<file path="src/rtl/oversampled_tx_encoder.sv">
// Transmit encoder for a 4x-oversampled serial link.
// Bytes arrive over valid/ready, are framed into 4-clock slots and emitted
// as 8-sample OSERDES words (2 bits per word, each bit held for 4 samples).
// Training or idle bytes fill slots with no pending data, and a per-byte
// sub-bit phase offset can delay the whole stream by 0..3 samples.
module oversampled_tx_encoder #(
    parameter logic [7:0] IDLE_BYTE  = 8'h00,
    parameter logic [7:0] TRAIN_BYTE = 8'h55
) (
    input  logic       clk,
    input  logic       rst_n,
    input  logic [7:0] in_data,
    input  logic       in_valid,
    output logic       in_ready,
    input  logic       train,
    input  logic [1:0] phase,
    output logic [7:0] sample_window,
    output logic       byte_start,
    output logic       sending_data
);

    typedef enum logic [1:0] {
        IDLE  = 2'd0,
        TRAIN = 2'd1,
        DATA  = 2'd2
    } state_t;

    logic [1:0] rst_sync;
    logic       rst_int_n;

    state_t     state_q, state_d;
    logic [1:0] cnt_q;
    logic [7:0] tx_byte_q, tx_byte_d;
    logic [1:0] phase_q, phase_d;
    logic [7:0] hold_q, hold_d;
    logic       hold_valid_q, hold_valid_d;
    logic       in_ready_q;
    logic [7:0] prev_raw_q;

    logic       bit_lo, bit_hi;
    logic [7:0] raw;
    logic [7:0] window_d;

    assign rst_int_n = rst_sync[1];
    assign in_ready  = in_ready_q;

    // Reset synchronizer: assertion reaches the core immediately, release is clocked in
    always_ff @(posedge clk or negedge rst_n) begin
        if (!rst_n) begin
            rst_sync <= 2'b00;
        end else begin
            rst_sync <= {rst_sync[0], 1'b1};
        end
    end

    // Control state: slot FSM, current byte, latched phase and the 1-deep holding register
    always_ff @(posedge clk or negedge rst_int_n) begin
        if (!rst_int_n) begin
            state_q      <= IDLE;
            tx_byte_q    <= IDLE_BYTE;
            phase_q      <= 2'd0;
            hold_q       <= 8'h00;
            hold_valid_q <= 1'b0;
            in_ready_q   <= 1'b1;
        end else begin
            state_q      <= state_d;
            tx_byte_q    <= tx_byte_d;
            phase_q      <= phase_d;
            hold_q       <= hold_d;
            hold_valid_q <= hold_valid_d;
            in_ready_q   <= !hold_valid_d;
        end
    end

    // Next-slot decision at cnt==3; handshakes and drains never coincide since in_ready is low while full
    always_comb begin
        state_d      = state_q;
        tx_byte_d    = tx_byte_q;
        phase_d      = phase_q;
        hold_d       = hold_q;
        hold_valid_d = hold_valid_q;
        if (in_valid && in_ready_q) begin
            hold_d       = in_data;
            hold_valid_d = 1'b1;
        end
        if (cnt_q == 2'd3) begin
            phase_d = phase;
            if (train) begin
                state_d   = TRAIN;
                tx_byte_d = TRAIN_BYTE;
            end else if (hold_valid_q) begin
                state_d      = DATA;
                tx_byte_d    = hold_q;
                hold_valid_d = 1'b0;
            end else begin
                state_d   = IDLE;
                tx_byte_d = IDLE_BYTE;
            end
        end
    end

    // Replicate the two bits of this slot position and apply the sample delay using the previous word
    always_comb begin
        bit_lo = tx_byte_q[{cnt_q, 1'b0}];
        bit_hi = tx_byte_q[{cnt_q, 1'b1}];
        raw    = {{4{bit_hi}}, {4{bit_lo}}};
        case (phase_q)
            2'd0:    window_d = raw;
            2'd1:    window_d = {raw[6:0], prev_raw_q[7]};
            2'd2:    window_d = {raw[5:0], prev_raw_q[7:6]};
            default: window_d = {raw[4:0], prev_raw_q[7:5]};
        endcase
    end

    // Free-running slot counter and registered output word with its framing flags
    always_ff @(posedge clk or negedge rst_int_n) begin
        if (!rst_int_n) begin
            cnt_q         <= 2'd0;
            prev_raw_q    <= 8'h00;
            sample_window <= 8'h00;
            byte_start    <= 1'b0;
            sending_data  <= 1'b0;
        end else begin
            cnt_q         <= cnt_q + 2'd1;
            prev_raw_q    <= raw;
            sample_window <= window_d;
            byte_start    <= (cnt_q == 2'd0);
            sending_data  <= (state_q == DATA);
        end
    end

endmodule

</file>
<file path="config.mk">
export PLATFORM = sky130hd
export DESIGN_NAME = oversampled_tx_encoder
export DESIGN_NICKNAME = d
export VERILOG_FILES = /design/src/rtl/oversampled_tx_encoder.sv
export SDC_FILE = /design/constraint.sdc
export NUM_CORES = 1
export LEC_CHECK = 0
export CAP_MARGIN = 20
export CORE_MARGIN = 4
export CORE_UTILIZATION = 50
export DETAILED_ROUTE_END_ITERATION = 10
export PLACE_DENSITY = 0.77
export SYNTH_ARGS = -nofsm -noshare
export SYNTH_HDL_FRONTEND = slang
export SYNTH_SLANG_ARGS = --single-unit
</file>
<file path="constraint.sdc">
create_clock -name clk -period 1.52 [get_ports clk]
set_clock_uncertainty 0.05 [all_clocks]
set_input_delay 0.304 -clock clk [delete_from_list [all_inputs] [get_ports clk]]
set_output_delay 0.304 -clock clk [all_outputs]
set_load 0.01 [all_outputs]
</file>
# == Word level (Yosys, flattened, before mapping) ==
# Cells that the tools add are included.
# word_totals
reg_bits,41
out_inout_bits,11
word_cells,36
# classes
n_addsub,1
magnitude_cmp,2
n_eq_ne,4
mux,13
n_reduce_logical,4
# ops
cell,count
$pmux 7 s3,1
$mux 8,2
$lt 3x4->1 const B,2
$eq 2x2->1 const B,3
$mux 1,6
$bmux 1 s2,2
$logic_not 2->1,2
$mux 2,2
$add 2x1->2 const B,1
$eq 2x1->1 const B,1
$logic_and 1x1->1,1
$logic_not 1->1,1

# == Longest topological paths before layout ==
# logic_depth
depth_word,6
depth_mapped,4

# == Least setup slack after synthesis ==
# Ideal clock, no wire load.
# synth_path
path_kind,register -> register
start,register cnt_q[0]
end,register state_q[0]
setup_ps,125
arrival_time_ps,1273
t_required_ps,1345
slack_ps,72
stages_incl_launch_ff,4
n_path_buf,1
period_less_slack_ps,1448
cell_sequence,dfrtp_1 -> ha_1 -> buf_1 -> mux2_2
# synth_between
elab_chain_cells,1
# synth_rtl
item,line_no,text
from (decl),32,logic [1:0] cnt_q;
from (signal assigned),124,cnt_q <= cnt_q + 2'd1;
$eq 2x2->1,86,if (cnt_q == 2'd3) begin
to (signal assigned),66,state_q <= state_d;
to (decl),31,"state_t state_q, state_d;"
# No other way between the ends.
# A chain may end at the register's enable or synchronous reset.

# == Worst setup path after layout ==
# layout_path
start,register cnt_q[0]
end,register sample_window[5]
# layout_between
elab_chain_cells,3
word_cells_on_any_way,5
classes_between,5 x mux
# layout_rtl
item,line_no,text
$bmux 1 s2,104,"bit_lo = tx_byte_q[{cnt_q, 1'b0}];"
$mux 1 (implied by the code),104,
via bit_lo,40,"logic bit_lo, bit_hi;"
$pmux 7 s3,107,case (phase_q)
via window_d[5],42,logic [7:0] window_d;
to (signal assigned),126,sample_window <= window_d;
to (decl),17,"output logic [7:0] sample_window,"
# The timed path passes the listed nets, and every way through them passes these cells. The select of a mux whose other input is x is not followed.

==> flow_metrics.tcl <==
set metrics [dict create \
    initial_utilization 0.536 \
    antenna_found_initial 0 \
    crit_path_end_kind "flip-flop" \
    rrSetupSlack_ns 0.07 \
    whs_ns 0.0714 \
    final-setup-viol-count 0 \
    area_growth_syn_to_layout_pct 27.5 \
    synthArstFlopShare 1.00 \
    synth-edff-count 0 \
    hold_class "in2async" \
    synth.area.top_cells "dfrtp_1 (65%), mux2_2 (15%), a21oi_1 (3.7%)" \
    fill_cells 217 \
    clock-sinks 36 \
    gp_congestion 0.686 \
    numCtsBuffers 5 \
    hold_viol 0 \
    synthFlopType "dfrtp_1" \
    crit_path_end "sample_window[5]" \
    wire_per_inst_um 13.3 \
    place_hpwl_um 1510 \
    cp-start-kind "flip-flop" \
    clk_pin_slew_ns 0.09 \
    rr_endpoint "sample_window[5]" \
    finalNonFillerCells 159 \
    clk_latency_ns 0.34 \
    max_freq_ghz 0.691 \
    cts_tree "yes" \
    r2r_cells 2 \
    syn_nets 112 \
    period_minus_slack_ns 1.45 \
    cp.arrival_ns 1.62 \
    synth.distinct_cells 16 \
    max-clock-path-buffers 2 \
    boundaryPins 25 \
    antenna_cells 0 \
    dieArea_sq_um 3600 \
    ys_seq_elements 36 \
    vias 798 \
    totalWireLength_um 2110 \
    final_layout_size_suffix_gt1_frac 0.264 \
    die_w_um 60.0 \
    p_leak_nw 0.778 \
    numPortBuffers 24 \
    required_ns 1.69 \
    drv_cap 0 \
    startpoint "cnt_q[0]" \
    seq_area_frac_synth 0.668 \
    core_sq_um 2520 \
    status "finished, final reports clean" \
    cts-htree-levels 2 \
    rsz0062_at_grt "false" \
    dp.cells 150 \
    worstSetupPathType "reg2reg" \
    irDropWorstVdd_v 0.00124 \
    overflow 0 \
    synth_commonest_cells "dfrtp_1 (35), mux2_2 (18), a21oi_1 (10)" \
    synth_top_cell_area_share 0.648 \
    synth_largest_area_cell "dfrtp_1" \
    netlist_area_sq_um 1350 \
    rows 18 \
    drv_slew 0 \
    vias_per_cell 5.02 \
    first_pass_iters 5 \
    p_per_area_nw_per_um2 1630 \
    grt_max_degree 35 \
    drt-initial-drc-count 26 \
    worstReg2RegStart "cnt_q[0]" \
    drc 0 \
    cts-root-buf "clkbuf_4" \
    ys_warn_count 0 \
    grt_pass1_wl_um 3480 \
    worstPathMaxFanout 7 \
    period_share 0.952 \
    die_y_um 60.0 \
    yosysMostFrequentCell "dfrtp_1" \
    grt_usage 0.136 \
    nets 144 \
    grt_pass1_vias 816 \
    avgSynthCellArea_sq_um 14.1 \
    postRouteAntennaNets 0 \
    syn_inst 96 \
]
==> flip-flops by register name (all words and copies together), names as in the netlist <==
name           count
hold_q             8
phase_q            2
prev_raw_q         2
in_ready           1
state_q            2
hold_valid_q       1
sample_window      6
tx_byte_q          8
byte_start         1
cnt_q              2
rst_sync           2
sending_data       1
==> worst min path at each step <==
stage	slack (ns)	endpoint	cells after the start	from
6_report	0.07	rst_sync[0]	1	rst_n
3_3_place_gp	0.23	byte_start	1	rst_sync[1]
4_1_cts	0.05	rst_sync[0]	1	rst_n
5_1_grt	0.05	rst_sync[0]	1	rst_n
3_5_place_dp	0.23	byte_start	1	rst_sync[1]
2_1_floorplan	-0.04	rst_sync[0]	0	rst_n
==> critical path: stages (launching register included) <==
cell,delay (ns)
dfrtp_2,0.42
mux4_2,0.58
mux2_2,0.29
==> routing by layer <==
metal / GRT usage / share of wire / vias up
met4: 0.0475 / 0.014 / 0
met5: 0 / 0 / -
met2: 0.216 / 0.46 / 25
met3: 0.0713 / 0.087 / 3
met1: 0.158 / 0.43 / 379
li1: - / - / 391
==> report_power, final <==
part | internal (W) | total, W | switching [W]
Sequential | 0.00127 | 0.00142 | 0.000149
Clock | 0.000437 | 0.000736 | 0.000299
Combinational | 0.000380 | 0.000660 | 0.000279
==> layout make-up <==
class | count | area (sq um) | area share
multi-input combinational | 52 | 419 | 0.243
clock buffer | 7 | 65.1 | 0.0378
timing repair buffer | 27 | 245 | 0.142
sequential | 36 | 903 | 0.524
clock inverter | 1 | 30.0 | 0.0174
tap | 30 | 37.5 | 0.0218
inverter | 6 | 22.5 | 0.0131
==> cell families (layout without fill, tap and decap cells) <==
logic type                 count (synthesis)  after routing  share of synthesized area
AOI/OAI and AO/OA                         15             15                     0.0611
other                                      1              1                    0.00278
and+or+nand+nor                           14             14                     0.0444
adders and majority gates                  2              2                     0.0185
DFF                                       36             36                      0.668
buffers and inverters                      8             41                     0.0222
muxes                                     20             20                      0.183
==> metrics by stage <==
stage	setup slack [ns]	util	instance area [sq um]	setup TNS [ns]	total power, W
floorplan	0.0723	-	1350	0	0.00184
global placement	0.0104	0.649	1640	0	0.00213
detailed placement	-0.0333	0.649	1640	-0.153	0.00217
CTS	0.00493	0.685	1730	0	0.00286
global route	0.0253	0.683	1720	0	0.00298
finish	0.0727	0.683	1720	0	0.00281
==> placed cells by master, fill, tap and decap left out, drive strengths merged <==
cell / n
dfrtp: 35
mux2: 18
clkdlybuf4s50: 13
a21oi: 10
dlygate4sd2: 10
clkbuf: 8
nand2: 6
inv: 6
nor2: 5
o22ai: 4
buf: 3
mux4: 2
nor2b: 2
ha: 2
a21o: 1
nand2b: 1
bufinv: 1
dfstp: 1
conb: 1
==> repair_timing <==
action	CTS	global route
resized for setup	12	2
setup endpoints to repair	11	7
hold buffers	0	0
setup buffers	1	0
Note: power is estimated with default switching activity, not from simulation.
